<file path="src/rtl/regfile_arb_pkg.sv">
// regfile_arb_pkg: shared types for regfile_arbiter.
//   state_t - access sequencer states (IDLE -> ACCESS -> RESP)
//   req_t   - request latched at accept time
//   DATA_W_DEF / ADDR_W_DEF - default widths, matching register_file_3
package regfile_arb_pkg;

    localparam int DATA_W_DEF = 16;
    localparam int ADDR_W_DEF = 5;

    typedef enum logic [1:0] {
        IDLE   = 2'd0,
        ACCESS = 2'd1,
        RESP   = 2'd2
    } state_t;

    typedef struct packed {
        logic                  we;
        logic                  re1;
        logic                  re2;
        logic [ADDR_W_DEF-1:0] rs1;
        logic [ADDR_W_DEF-1:0] rs2;
        logic [ADDR_W_DEF-1:0] rd;
        logic [DATA_W_DEF-1:0] wdata;
        logic                  id;
    } req_t;

endpackage

</file>
<file path="src/rtl/rr_arbiter_2.sv">
// rr_arbiter_2: grant logic for two requesters.
//   clk, rst_n : clock, synchronous active-low reset
//   valid      : per-requester request valid
//   advance    : a grant was accepted this cycle
//   grant      : one-hot winner, zero when nothing is valid
// Macro REGFILE_ARB_RR_EN selects round-robin (pointer register built);
// otherwise requester 0 has fixed priority and no state exists.
module rr_arbiter_2 (
    input  logic       clk,
    input  logic       rst_n,
    input  logic [1:0] valid,
    input  logic       advance,
    output logic [1:0] grant
);

`ifdef REGFILE_ARB_RR_EN
    // ptr names the requester that wins a tie.
    logic ptr;

    always_ff @(posedge clk) begin
        if (!rst_n)
            ptr <= 1'b0;
        else if (advance)
            ptr <= ~grant[1];   // hand the tie to whoever just lost
    end

    always_comb begin
        grant = valid;
        if (valid == 2'b11)
            grant = ptr ? 2'b10 : 2'b01;
    end
`else
    always_comb begin
        grant = valid;
        if (valid[0])
            grant = 2'b01;
    end

    // Pointer not built in fixed-priority mode.
    logic unused_ok;
    assign unused_ok = &{1'b0, clk, rst_n, advance};
`endif

endmodule

</file>
<file path="src/rtl/regfile_arbiter.sv">
// regfile_arbiter: shares the write port and two read ports of the 32x16
// SIMD register file between two requesters.
//   clk, rst_n              : clock, synchronous active-low reset
//   req_*                   : per-requester valid/ready request channel,
//                             requester i fields at [i*W +: W]
//   rsp_*                   : registered response (valid/ready), id + read data
//   rf_*                    : register file control, active only in ACCESS
// Macro REGFILE_ARB_RR_EN: round-robin instead of fixed priority.
module regfile_arbiter
    import regfile_arb_pkg::*;
#(
    parameter int DATA_W = DATA_W_DEF,
    parameter int ADDR_W = ADDR_W_DEF,
    parameter int NREQ   = 2
) (
    input  logic                   clk,
    input  logic                   rst_n,
    input  logic [NREQ-1:0]        req_valid,
    output logic [NREQ-1:0]        req_ready,
    input  logic [NREQ-1:0]        req_we,
    input  logic [NREQ-1:0]        req_re1,
    input  logic [NREQ-1:0]        req_re2,
    input  logic [NREQ*ADDR_W-1:0] req_rs1,
    input  logic [NREQ*ADDR_W-1:0] req_rs2,
    input  logic [NREQ*ADDR_W-1:0] req_rd,
    input  logic [NREQ*DATA_W-1:0] req_wdata,
    output logic                   rsp_valid,
    input  logic                   rsp_ready,
    output logic                   rsp_id,
    output logic [DATA_W-1:0]      rsp_rs1_data,
    output logic [DATA_W-1:0]      rsp_rs2_data,
    output logic [ADDR_W-1:0]      rf_rs1,
    output logic [ADDR_W-1:0]      rf_rs2,
    output logic [ADDR_W-1:0]      rf_rd,
    output logic [DATA_W-1:0]      rf_wr_data,
    output logic                   rf_rd_wr_en,
    output logic                   rf_rs1_rd_en,
    output logic                   rf_rs2_rd_en,
    input  logic [DATA_W-1:0]      rf_rs1_data,
    input  logic [DATA_W-1:0]      rf_rs2_data
);

    state_t          state, state_nxt;
    req_t            lat, win;
    logic [NREQ-1:0] grant;
    logic            fire;
    logic            acc;
    logic            sel;

    rr_arbiter_2 u_arb (
        .clk     (clk),
        .rst_n   (rst_n),
        .valid   (req_valid),
        .advance (fire),
        .grant   (grant)
    );

    // Offer a grant only when idle; rst_n gating keeps everything quiet
    // through a reset cycle.
    assign req_ready = (rst_n && state == IDLE) ? grant : '0;
    assign fire      = |(req_valid & req_ready);
    assign sel       = grant[1];

    always_comb begin
        win.id    = sel;
        win.we    = sel ? req_we[1]  : req_we[0];
        win.re1   = sel ? req_re1[1] : req_re1[0];
        win.re2   = sel ? req_re2[1] : req_re2[0];
        win.rs1   = sel ? req_rs1[ADDR_W +: ADDR_W]   : req_rs1[0 +: ADDR_W];
        win.rs2   = sel ? req_rs2[ADDR_W +: ADDR_W]   : req_rs2[0 +: ADDR_W];
        win.rd    = sel ? req_rd[ADDR_W +: ADDR_W]    : req_rd[0 +: ADDR_W];
        win.wdata = sel ? req_wdata[DATA_W +: DATA_W] : req_wdata[0 +: DATA_W];
    end

    always_comb begin
        state_nxt = state;
        case (state)
            IDLE:    if (fire) state_nxt = ACCESS;
            ACCESS:  state_nxt = RESP;
            RESP:    if (rsp_ready) state_nxt = IDLE;
            default: state_nxt = IDLE;
        endcase
    end

    always_ff @(posedge clk) begin
        if (!rst_n) begin
            state        <= IDLE;
            lat          <= '0;
            rsp_id       <= 1'b0;
            rsp_rs1_data <= '0;
            rsp_rs2_data <= '0;
        end else begin
            state <= state_nxt;
            if (state == IDLE && fire)
                lat <= win;
            // Regfile reads are combinational, so the data seen here is the
            // pre-write value even when this request also writes.
            if (state == ACCESS) begin
                rsp_id       <= lat.id;
                rsp_rs1_data <= lat.re1 ? rf_rs1_data : '0;
                rsp_rs2_data <= lat.re2 ? rf_rs2_data : '0;
            end
        end
    end

    // Gated by rst_n so a write sitting in ACCESS is never issued on the
    // reset edge.
    assign acc          = rst_n && (state == ACCESS);
    assign rsp_valid    = rst_n && (state == RESP);
    assign rf_rs1       = acc ? lat.rs1 : '0;
    assign rf_rs2       = acc ? lat.rs2 : '0;
    assign rf_rd        = acc ? lat.rd  : '0;
    assign rf_wr_data   = acc ? lat.wdata : '0;
    assign rf_rs1_rd_en = acc && lat.re1;
    assign rf_rs2_rd_en = acc && lat.re2;
    // The regfile does not protect x0, so x0 writes are dropped here.
    assign rf_rd_wr_en  = acc && lat.we && (lat.rd != '0);

endmodule

</file>
<file path="config.mk">
export PLATFORM = sky130hd
export DESIGN_NAME = regfile_arbiter
export DESIGN_NICKNAME = d
export VERILOG_FILES = /design/src/rtl/regfile_arb_pkg.sv /design/src/rtl/rr_arbiter_2.sv /design/src/rtl/regfile_arbiter.sv
export SDC_FILE = /design/constraint.sdc
export NUM_CORES = 1
export LEC_CHECK = 0
export ABC_AREA = 1
export CORE_ASPECT_RATIO = 0.5
export CORE_MARGIN = 8
export CORE_UTILIZATION = 36
export DETAILED_ROUTE_END_ITERATION = 8
export PLACE_DENSITY = 0.77
export SYNTH_ARGS = -nofsm -noshare
export SYNTH_HDL_FRONTEND = slang
export SYNTH_SLANG_ARGS = --single-unit
</file>
<file path="constraint.sdc">
create_clock -name clk -period 1.1 [get_ports clk]
set_input_delay 0.11 -clock clk [delete_from_list [all_inputs] [get_ports clk]]
set_output_delay 0.11 -clock clk [all_outputs]
set_load 0.01 [all_outputs]
</file>
======== Yosys cells after proc, flatten, opt, wreduce, memory -nomap -nowiden ========
Index checks and enable logic that the tools add are counted.
storage, ports and cells
  register bits after elaboration ......... 70
  input port bits ......................... 105
  output and inout port bits .............. 70
  logic and storage cells ................. 47
operators by class
  equal/unequal tests ..................... 4
  mux-type cells .......................... 18
  bitwise operators ....................... 1
  reductions and logical operators ........ 12
operator list
  kind                                                              number
  16-bit 2-to-1 mux                                                 4
  5-bit 2-to-1 mux                                                  6
  1-bit logical AND                                                 8
  2-bit 2-to-1 mux                                                  4
  2-bit one-hot mux with 3 select lines                             1
  5-bit nonzero test                                                1
  2-bit != test (second input constant)                             2
  1-bit 2-to-1 mux                                                  3
  2-bit AND                                                         1
  2-bit by 1-bit == test with 1-bit output (second input constant)  1
  2-bit == test (second input constant)                             1
  2-bit zero test                                                   1
  2-bit AND reduction                                               1
  2-bit OR reduction                                                1

======== Logic depth before layout (Yosys ltp) ========
Gate-level depths: netlist of run 1.
  word-level depth ........................ 7
  depth in mapped cells ................... 9
  gate-level depth less buffers ........... 8

======== Modules after synthesis ========
A second synthesis of run 1 with hierarchy kept.
unflattened totals
  cells, all modules ...................... 542
  area total of the unflattened synthesis .. 3370.7 um^2
by module, submodules not included
  module           times used  cells an instance  area each (um^2)  sequential area each (um^2)
  regfile_arbiter  1           539                3353.2            1401.3
  rr_arbiter_2     1           3                  17.5              0.0

======== Worst setup path after synthesis of run 1 ========
OpenSTA, ideal clock, no wires.
  path kind ............................... reg2out
  from .................................... reg state[0]
  to ...................................... out rf_wr_data[10]
  arrival ................................. 1.095 ns
  required time ........................... 0.990 ns
  path slack .............................. -0.105 ns
  cell stages (with the launch flop) ...... 8
  buffers on the path ..................... 1
  cells stage by stage .................... dfxtp_1 -> inv_1 -> nor2_2 -> inv_2 -> nor2_4 -> inv_1 -> buf_2 -> nor2_1
between the ends
  word-level cells in the longest chain between the ends .. 3
RTL lines
  element                                   line                    RTL
  from (decl)                               regfile_arbiter.sv:43   state_t state, state_nxt;
  from (signal assigned)                    regfile_arbiter.sv:93   state <= state_nxt;
  2-bit by 1-bit == test with 1-bit output  regfile_arbiter.sv:108  assign acc = rst_n && (state == ACCESS);
  1-bit logical AND                         regfile_arbiter.sv:108
  16-bit 2-to-1 mux                         regfile_arbiter.sv:113  assign rf_wr_data = acc ? lat.wdata : '0;
  to (decl)                                 regfile_arbiter.sv:35   output logic [DATA_W-1:0] rf_wr_data,
Every way passes these cells.

======== Worst setup path in the final report of run 1 ========
  from .................................... reg state[0]
  to ...................................... out rf_wr_data[1]
The elaborated chain is that of the path after synthesis.

==> key figures, run 1 <==
Worst hold path
  – Class of the worst hold path: in -> reg

Timing
  – Setup ws final: -653 ps
  – Setup Skew: roughly 6.2 ps
  – Slew margin rel.: between 60% and 70%
  – Min cycle time layout: 1750 ps
  – # setup viols final: 107
  – Hold Fails Final Rpt: 0
  – WHS: 246 ps
  – Setup TNS Final: -53150 ps
  – Max frequency: 571 MHz
  – Worst-Margin Slew: 467 ps
  – Final worst-path cycle share: 159%
  – Max-slew violation count: 0
  – RSZ-0062 raised after global routing: true

Synth
  – Mapped Nets: 638
  – Largest family of logic cells by synthesized area: simple AND/OR/NAND/NOR gates
  – Top cells by area, synth: dfxtp_1, nand2_1, nor2_1
  – Synth Instances: 533
  – Post-Syn Area: 3340 um^2
  – Xor/xnor cell area share of the yosys netlist: 0%
  – Yosys warnings: 0
  – Simple-gate area share of the yosys netlist: 46.9%
  – Netlist cell types: 20
  – Seq/Total Area, Yosys: 42.0%
  – Post-synth EDFFs: 0
  – Mux cell area share after synthesis: 0%
  – Count leader, synth: nand2_1
  – Mean Syn Cell Area: around 6.3 um^2
  – Yosys top cell area share: 42.0%
  – Yosys reg bits: 70
  – Synth top cells by count: nand2_1, nor2_1, dfxtp_1
  – Largest area contributor in the netlist: dfxtp_1
  – Dominant synthesized flop cell: dfxtp_1
  – Async SR Flop Fraction: 0%
  – Post-synthesis compound-gate area fraction: 0.900%
  – Adder-Cell Fraction of Synth Area: 0%

Clock network
  – Clk sinks: 70
  – CTS tree: yes
  – Reg clk slew, reported paths: ~60 ps
  – CTS root buffer: clkbuf_16
  – Clk Latency, worst-skew pair: 340 ps
  – CTS Buffer Depth: 2
  – CTS Buf Count: 9
  – H-tree levels: 3
  – Post-cts hold buffer count: 0

Status
  – Failing checks: negative setup slack
  – Status: complete, but fails checks

Pwr
  – P_sw: 2.49 mW
  – Power Dens Cells: about 1200 nW/um^2
  – Sequential power share: 34.1%
  – Worst vdd ir: 967 uV
  – Combinational share of power: 29.5%
  – Switching portion of total power: a little under a third
  – Internal power: 5.63 mW
  – Clock power share: 36.3%
  – Leak: roughly 3.4 nW

Worst setup path
  – Most frequent CP cell: nor2_4
  – Crit path buffers/inverters: 5
  – Worst path required time: between 900 and 1000 ps
  – Worst path cell trace: inv_2 > nor2_4 > inv_2 > nor2_4 > inv_6 > buf_8 > nor2_4 > clkdlybuf4s15_2
  – Worst setup EP type: output pin
  – Crit path DAT: 1640 ps
  – FF-to-FF setup slack: -620 ps
  – Crit-path max cell delay: 340 ps
  – Slowest CP cell: dfxtp_2
  – CP Class: reg -> out
  – CP startpoint kind: flop
  – Crit path max fanout: 6
  – Cell family with most CP delay: buffers and inverters

Drt
  – Vias per inst: 5.29
  – Pre-Repair DR Iteration Count: 5
  – DR iter-0 viols: around 440
  – Antenna Nets Post-Route: 0
  – Routed WL: 17500 um
  – DRC errors left: 0
  – Via Count: 4622
  – DR WL/cell: around 20 um

Global routing
  – Gr ovfl total: 0
  – Initial antenna violation count: 1
  – Number of global-route vias before repair: 4770
  – First-pass GRT wire length: 25700 um
  – Largest net degree at the start of global routing: 56
  – GRT Total Usage: about a quarter

Layout
  – Layout Nets: approximately 860
  – Fillers: 548
  – Register area: 1400 um^2
  – Non-Filler Instances: 874
  – Layout cells sized above 1: 33.6%
  – Area of the multi-input gates: 2290 um^2
  – # diodes: 0
  – Area growth from synthesis to layout: 109%
  – Fin area: 6970 um^2

Floorplan
  – Chip width: 152 um
  – Initial Util: 37.7%
  – Boundary pin count: 175
  – CORE AREA: around 9000 um^2
  – Die height: 84.1 um
  – FP Rows: 24
  – Area of the die: 12800 um^2

Place
  – Placer Congestion: 0.767
  – Buffers on Ports: 174
  – Cell Area, Placed: ~5500 um^2
  – Dpl hpwl: 8860 um
  – Pre-CTS WS: -565 ps
  – Dpl cells: 824

Flow run
  – Max cap viols: 0
==> cells in the final DEF, fill, tap and decap left out, types with 6 or more instances in the layout <==
master	count
buf_12	13
buf_16	8
buf_2	12
buf_4	22
buf_6	39
buf_8	6
clkbuf_16	10
clkdlybuf4s15_1	15
clkdlybuf4s50_1	102
dfxtp_1	68
dlygate4sd2_1	17
inv_1	37
inv_2	6
nand2_1	192
nand2_2	11
nand3_1	39
nand3_2	20
nand3_4	10
nor2_1	29
nor2_2	25
nor2_4	52
==> metal layers <==
layer / part of all wire [%] / GRT usage [%] / vias up
li1: - / - / 2061
met1: 37 / 26.3 / 2163
met2: 49 / 44.3 / 302
met3: 8.9 / 8.42 / 94
met4: 5.5 / 14.9 / 2
met5: 0.063 / 0 / -
==> power groups by stage <==
stage | combinational [mW] | sequential, mW | clock (mW)
floorplan | 0.779 | 2.81 | 0
global placement | 1.54 | 2.80 | 0
detailed placement | 1.55 | 2.80 | 0
CTS | 2.10 | 2.75 | 2.93
global route | 2.53 | 2.78 | 3.10
finish | 2.40 | 2.77 | 2.95
==> worst reg2reg max path: stages, from the launching register on <==
cell     delay, ps
dfxtp_2        330
buf_4          130
buf_6          110
nor2_4         130
buf_6          120
nand3_4        120
buf_12         170
buf_8          130
buf_16         150
nand3_4        100
nand2_2         70
nor2_1         120
==> cells by family after synthesis <==
kind of cell,after synthesis
flops,70
simple gates,382
buf+inv,77
compound gates,4
==> timing repair <==
action,CTS,global route
buffers inserted,17,11
resized for setup,310,107
cloned,16,1
setup endpoints to repair,138,123
pin swaps,17,40
==> worst paths after layout <==
check	startpoint	to	cells past startpoint
setup / recovery	state[0]$_SDFFE_PN0P_	rf_wr_data[1]	8
hold / removal	rst_n	lat[0]$_SDFFE_PN0P_	4
setup reg to reg	state[0]$_SDFFE_PN0P_	lat[5]$_SDFFE_PN0P_	11
hold reg to reg	rsp_rs1_data[1]$_SDFFE_PN0N_	rsp_rs1_data[1]$_SDFFE_PN0N_	2
==> stage by stage <==
stage / total power [mW] / utilization, %
after floorplan: 3.59 / -
after global placement: 4.33 / 62.4
after detailed placement: 4.35 / 62.4
after CTS: 7.78 / 75.7
after global routing: 8.41 / 78.6
final: 8.11 / 78.6
==> state kept, by name (all words and copies together), names as in the netlist <==
register and flops:
lat 35, rsp_rs1_data 16, rsp_rs2_data 16, state 2, rsp_id 1
==> layout make-up <==
class                           count  area share (%)
Inverter                           46            2.66
Sequential cell                    70            20.2
Clock inverter                      7            1.06
Timing Repair Buffer              239            37.9
Multi-Input combinational cell    386            32.9
Tap cell                          117            2.10
Clock buffer                        9            3.23
Power figures use the tool's default switching activity.
==> run 2: changes to the inputs <==
--- a/config.mk
+++ b/config.mk
@@ -11,6 +11,8 @@
 export CORE_UTILIZATION = 36
 export DETAILED_ROUTE_END_ITERATION = 8
 export PLACE_DENSITY = 0.77
+export SKIP_CTS_REPAIR_TIMING = 1
+export SLEW_MARGIN = 10
 export SYNTH_ARGS = -nofsm -noshare
 export SYNTH_HDL_FRONTEND = slang
 export SYNTH_SLANG_ARGS = --single-unit
==> run 2 against run 1 <==
  * First-iteration DRC count decreased by 45%
  * Clock power down 3%
  * Clock skew is 2.0 ps lower
  * Final cell count decreased by 2.6%
  * Total power is 7.5% lower
  * Flip-flop and latch count unchanged
  * Design area fell by 9.9%
  * Sequential power hardly changed
  * Highest routed layer unchanged
  * Largest power group unchanged
  * The flow still finishes with violations (negative setup slack)
  * Sequential share of layout area rose by 2.2 points
  * Global-route usage fell by 6.7 points
  * Setup slack gained 170 ps
  * Hold slack lost 37 ps
==> key figures, run 2 (same netlist as run 1, synthesis figures left out) <==
Status
  – Status: complete, but fails checks
  – Failing checks: negative setup slack

Floorplan
  – Die height: 84.1 um (unchanged)
  – FP Rows: 24 (unchanged)
  – Chip width: 152 um (unchanged)
  – Area of the die: 12800 um^2 (unchanged)
  – Initial Util: 37.7% (unchanged)
  – Boundary pin count: 175 (unchanged)
  – CORE AREA: 8860 um^2 (unchanged)

Worst setup path
  – Crit path max fanout: 6 (unchanged)
  – CP Class: reg -> out
  – CP startpoint kind: flop
  – Worst setup EP type: output pin
  – Crit path DAT: 1470 ps (-170 ps)
  – Worst path required time: 990 ps (about the same)

Layout
  – Biggest register: lat
  – Area of the multi-input gates: 2050 um^2 (-10%)
  – Register area: 1400 um^2 (unchanged)
  – Non-Filler Instances: 851 (-2.6%)
  – Final core occ: 70.9% (-7.8 points)
  – Commonest non-fill, non-tap cell in the layout: nand2_1
  – Layout Nets: 834 (-2.7%)
  – # diodes: 0 (unchanged)
  – Fillers: 716 (+31%)
  – Area growth from synthesis to layout: 88.2%
  – Most frequent cells in the layout: nand2_1, clkdlybuf4s50_1, dfxtp_1
  – Regs by FF count: lat: 35 flops, rsp_rs1_data: 16 flops, rsp_rs2_data: 16 flops
  – Layout cells sized above 1: 25.7% (-7.8 points)
  – Max FFs per register: 35 (unchanged)

Pwr
  – Switching portion of total power: 28.4% (-2.3 points)
  – Sequential power share: 36.7% (+2.6 points)
  – Worst vdd ir: 1070 uV (+11%)
  – Leak: 3.51 nW (+4.1%)
  – Combinational share of power: 25.0% (-4.5 points)
  – Clock power share: 38.3% (+2.0 points)
  – Internal power: 5.38 mW (-4.5%)
  – Power Dens Cells: 1200 nW/um^2 (+2.6%)
  – P_sw: 2.13 mW (-14%)

Timing
  – Setup Skew: 4.17 ps (-2.04 ps)
  – Min cycle time layout: 1580 ps (-174 ps)
  – RSZ-0062 raised after global routing: true
  – WHS: 209 ps (-36.8 ps)
  – Hold Fails Final Rpt: 0 (unchanged)
  – # setup viols final: 105 (-1.9%)
  – Setup ws final: -479 ps (+174 ps)
  – Max frequency: 633 MHz (+11%)
  – Setup TNS Final: -34290 ps (+18860 ps)
  – Final worst-path cycle share: 144% (-16 points)
  – Worst-Margin Slew: 444 ps (-22.5 ps)
  – Max-slew violation count: 0 (unchanged)
  – Slew margin rel.: 70.4% (+1.5 points)

Clock network
  – CTS Buffer Depth: 2 (unchanged)
  – H-tree levels: 3 (unchanged)
  – Reg clk slew, reported paths: 60 ps (about the same)
  – CTS root buffer: clkbuf_16
  – CTS Buf Count: 9 (unchanged)
  – Clk sinks: 70 (unchanged)
  – Clk Latency, worst-skew pair: 330 ps (about the same)
  – CTS tree: yes

Place
  – Dpl hpwl: 8860 um (unchanged)
  – Buffers on Ports: 174 (unchanged)
  – Dpl cells: 824 (unchanged)
  – Placer Congestion: 0.767 (unchanged)
  – Pre-CTS WS: -565 ps (unchanged)

Global routing
  – First-pass GRT wire length: 19500 um (-24%)
  – GRT Total Usage: 18.5% (-6.7 points)
  – Gr ovfl total: 0 (unchanged)
  – Initial antenna violation count: 1 (unchanged)
  – Largest net degree at the start of global routing: 56 (unchanged)
  – Number of global-route vias before repair: 3788 (-21%)

Worst hold path
  – Class of the worst hold path: in -> reg

Drt
  – Antenna Nets Post-Route: 0 (unchanged)
  – DR iter-0 viols: 243 (-45%)
  – Pre-Repair DR Iteration Count: 4 (-1)
  – Via Count: 4028 (-13%)
  – Vias per inst: 4.73 (-10%)
  – DR WL/cell: 15.9 um (-21%)
  – DRC errors left: 0 (unchanged)
  – Routed WL: 13500 um (-23%)

Flow run
  – Max cap viols: 0 (unchanged)
==> run 2: changes by cell type in the layout (fill, tap and decap cells not counted), sizes merged, moves of 16 or more <==
| cell | before | now |
|---|---|---|
| buf | 100 | 47 |
| clkbuf | 11 | 42 |
| clkdlybuf4s15 | 16 | 0 |
| dlygate4sd2 | 17 | 0 |
| dlymetal6s2s | 1 | 33 |
==> run 2: cell type report <==
cell class / instances / area share, %
Timing Repair Buffer: 216 / 35.1
Multi-Input combinational cell: 386 / 32.7
Sequential cell: 70 / 22.4
Clock buffer: 9 / 3.59
Inverter: 46 / 2.79
Tap cell: 117 / 2.33
Clock inverter: 7 / 1.18
==> run 2: metrics by stage <==
stage          total power [mW]  instance area (um^2)
4_1_cts                    7.24                  5830
2_1_floorplan              3.59                  3550
5_1_grt                    7.87                  6280
6_report                   7.50                  6280
3_3_place_gp               4.33                  5530
3_5_place_dp               4.35                  5530
==> run 2: layer usage <==
metal  up-vias  track usage [%]  wire [um]
met5         -                0         11
met4         2             7.38        398
met3        30             7.08        929
li1       2007                -          -
met2       136             33.3       7060
met1      1853             19.4       5130
==> run 2: critical path, cell delays in order (launching register included) <==
cell and delay, ps:
dfxtp_2 330, inv_2 50, nor2_4 100, inv_2 60, nor2_4 110, inv_4 90
buf_6 160, nor2_4 80, clkbuf_2 150
==> run 2: power by group through the flow <==
stage	combinational, mW	clock, mW	sequential (mW)
after floorplan	0.779	0	2.81
after global placement	1.54	0	2.80
after detailed placement	1.55	0	2.80
after CTS	1.56	2.93	2.75
after global routing	2.04	3.06	2.77
final	1.88	2.87	2.75
==> run 2: final timing paths <==
check	slack, ps	depth (start not counted)	startpoint	end
worst max-delay path	-480	8	state[0]$_SDFFE_PN0P_	rf_wr_data[2]
worst min-delay path	210	4	rst_n	lat[0]$_SDFFE_PN0P_
worst min register to register	460	2	rsp_rs2_data[1]$_SDFFE_PN0N_	rsp_rs2_data[1]$_SDFFE_PN0N_
worst max register to register	-400	8	state[1]$_SDFFE_PN0P_	lat[21]$_SDFFE_PN0P_
==> run 3: changes to the inputs <==
--- a/config.mk
+++ b/config.mk
@@ -6,11 +6,12 @@
 export NUM_CORES = 1
 export LEC_CHECK = 0
 export ABC_AREA = 1
+export ABC_CLOCK_PERIOD_IN_PS = 1800
 export CORE_ASPECT_RATIO = 0.5
 export CORE_MARGIN = 8
-export CORE_UTILIZATION = 36
+export CORE_UTILIZATION = 40
 export DETAILED_ROUTE_END_ITERATION = 8
-export PLACE_DENSITY = 0.77
+export PLACE_DENSITY = 0.81
 export SKIP_CTS_REPAIR_TIMING = 1
 export SLEW_MARGIN = 10
 export SYNTH_ARGS = -nofsm -noshare
==> constraint.sdc (replaced) <==
create_clock -name clk -period 1.8 [get_ports clk]
set_input_delay 0.18 -clock clk [delete_from_list [all_inputs] [get_ports clk]]
set_output_delay 0.18 -clock clk [all_outputs]
set_load 0.01 [all_outputs]
==> run 3 against run 2 <==
  * The run now ends clean
  * Via count is 7.3% lower
  * Design area shrank 14%
  * Sequential power fell by 39%
  * Critical path type unchanged
  * Non-clock buffer count decreased by 26
  * Highest routed layer is now met4
  * Clock skew rose by 1.8 ps
  * Critical path depth fell by 4
  * Flip-flop and latch count unchanged
  * Total power down 45%
  * First-iteration DRC count fell by 25%
  * Die area decreased by 8.6%
==> key figures, run 3 (same netlist as run 1, synthesis figures left out) <==
Drt
  – Vias per inst: 4.55 (-3.8%)
  – Routed WL: 11300 um (-16%)
  – DR WL/cell: 13.8 um (-13%)
  – Pre-Repair DR Iteration Count: 4 (unchanged)
  – Antenna Nets Post-Route: 0 (unchanged)
  – DR iter-0 viols: 182 (-25%)
  – Via Count: 3732 (-7.3%)
  – DRC errors left: 0 (unchanged)

Clock network
  – Reg clk slew, reported paths: 50 ps (about the same)
  – CTS Buf Count: 9 (unchanged)
  – CTS tree: yes
  – H-tree levels: 3 (unchanged)
  – Clk sinks: 70 (unchanged)
  – CTS Buffer Depth: 2 (unchanged)
  – CTS root buffer: clkbuf_16
  – Clk Latency, worst-skew pair: 330 ps (about the same)

Global routing
  – Largest net degree at the start of global routing: 72 (+29%)
  – Gr ovfl total: 0 (unchanged)
  – Initial antenna violation count: 0 (-1)
  – GRT Total Usage: 18.3% (-0.28 points)
  – Number of global-route vias before repair: 3618 (-4.5%)
  – First-pass GRT wire length: 17600 um (-9.5%)

Place
  – Placer Congestion: 0.807 (+5.3%)
  – Buffers on Ports: 174 (unchanged)
  – Pre-CTS WS: -27.3 ps (+538 ps)
  – Dpl hpwl: 8250 um (-6.8%)
  – Cell Area, Placed: 5200 um^2 (-5.9%)
  – Dpl cells: 804 (-2.4%)

Floorplan
  – Chip width: 145 um (-4.6%)
  – Die height: 80.6 um (-4.2%)
  – CORE AREA: 8060 um^2 (-9.0%)
  – Boundary pin count: 175 (unchanged)
  – Area of the die: 11700 um^2 (-8.6%)
  – Initial Util: 41.4% (+3.7 points)
  – FP Rows: 23 (-4.2%)

Timing
  – # setup viols final: 0 (-100%)
  – Slew margin rel.: 74.0% (+3.6 points)
  – Min cycle time layout: 1720 ps
  – Worst-Margin Slew: 390 ps (-54.7 ps)
  – Setup TNS Final: 0 ps (+34290 ps)
  – RSZ-0062 raised after global routing: false
  – Max frequency: 582 MHz
  – Setup Skew: 6.01 ps (+1.84 ps)
  – WHS: 220 ps (+10.7 ps)
  – Final worst-path cycle share: 95.4%
  – Hold Fails Final Rpt: 0 (unchanged)
  – Max-slew violation count: 0 (unchanged)
  – Setup ws final: 83.1 ps (+562 ps)

Pwr
  – Sequential power share: 40.7% (+4.0 points)
  – Combinational share of power: 20.0% (-5.0 points)
  – Clock power share: 39.4% (+1.1 points)
  – Switching portion of total power: 26.6% (-1.8 points)
  – Worst vdd ir: 540 uV (-49%)
  – Internal power: 3.03 mW (-44%)
  – Leak: 2.87 nW (-18%)
  – P_sw: 1.10 mW (-48%)
  – Final Total Pwr: 4.13 mW (-45%)
  – Power Dens Cells: 765 nW/um^2 (-36%)

Worst setup path
  – CP startpoint kind: flop
  – R2R depth: 7 (-1)
  – Critical Path Start: state[1]$_SDFFE_PN0P_
  – FF-to-FF Start: state[1]$_SDFFE_PN0P_
  – Worst R2R End: lat[5]$_SDFFE_PN0P_
  – CP Class: reg -> out
  – Crit path DAT: 1540 ps (+70 ps)
  – FF-to-FF setup slack: 440 ps (+840 ps)
  – Worst path required time: 1620 ps (+630 ps)
  – Worst setup EP type: output pin
  – Crit path max fanout: 2 (-4)

Layout
  – Final core occ: 67.0% (-3.9 points)
  – Non-Filler Instances: 820 (-3.6%)
  – Biggest register: lat
  – Area growth from synthesis to layout: 61.9%
  – Commonest non-fill, non-tap cell in the layout: nand2_1
  – Max FFs per register: 35 (unchanged)
  – Regs by FF count: lat: 35 flops, rsp_rs1_data: 16 flops, rsp_rs2_data: 16 flops
  – Layout Nets: 808 (-3.1%)
  – # diodes: 0 (unchanged)
  – Layout cells sized above 1: 9.60% (-16 points)
  – Most frequent cells in the layout: nand2_1, clkdlybuf4s50_1, nor2_1
  – Fin area: 5400 um^2 (-14%)
  – Fillers: 724 (+1.1%)

Worst hold path
  – Class of the worst hold path: in -> reg
  – Hold EP: lat[0]$_SDFFE_PN0P_
  – Hold Path Stages: 3 (-1)
  – Hold Crit Start: rst_n

Flow run
  – Max cap viols: 0 (unchanged)

Status
  – Status: finished, final reports clean
## run 3: cell count changes in the layout (fill, tap and decap cells not counted), moves of 6 or more
cell | previous run | this run
nor2_2 | 21 | 1
nand3_1 | 61 | 67
dlymetal6s2s_1 | 33 | 13
nor2_1 | 36 | 102
clkdlybuf4s50_1 | 103 | 137
buf_4 | 21 | 13
buf_6 | 11 | 0
buf_12 | 9 | 3
nor2_4 | 49 | 3
## run 3: cell type report
type                       count  area, um^2  area share [%]
tap                          112         140            2.59
timing repair buffer         190        1810            33.5
clock buffer                  11         243            4.49
clock inverter                 5        35.0           0.649
inverter                      46         173            3.20
multi-input combinational    386        1600            29.5
sequential                    70        1400            26.0
## run 3: how the worst max path moves through the flow
stage | end | slack (ps)
2_1_floorplan | rf_wr_data[10] | 530
4_1_cts | rf_wr_data[5] | -410
3_3_place_gp | rf_wr_data[5] | 40
6_report | rsp_valid | 80
3_5_place_dp | rf_rs1[4] | -30
5_1_grt | rf_rs2[1] | 30
## run 3: power by group through the flow
stage          registers [mW]  clock network, mW  logic, mW
6_report                 1.68               1.63      0.825
4_1_cts                  1.68               1.66      0.844
5_1_grt                  1.69               1.75      0.913
3_3_place_gp             1.71                  0      0.828
2_1_floorplan            1.72                  0      0.413
3_5_place_dp             1.71                  0      0.838
## run 3: critical path, stage by stage, from the launching register on
cell	delay, ps
dfxtp_1	360
buf_4	140
inv_1	40
nor2_1	100
clkdlybuf4s50_1	570
## run 3: layer usage
metal / vias to the layer above / part of all wire [%] / track usage (%) / wire length (um)
li1: 1953 / - / - / -
met1: 1680 / 40 / 19.8 / 4530
met2: 86 / 53 / 33.8 / 5970
met3: 13 / 6.0 / 6.22 / 684
met4: 0 / 1.3 / 5.46 / 153
met5: - / 0 / 0 / 0
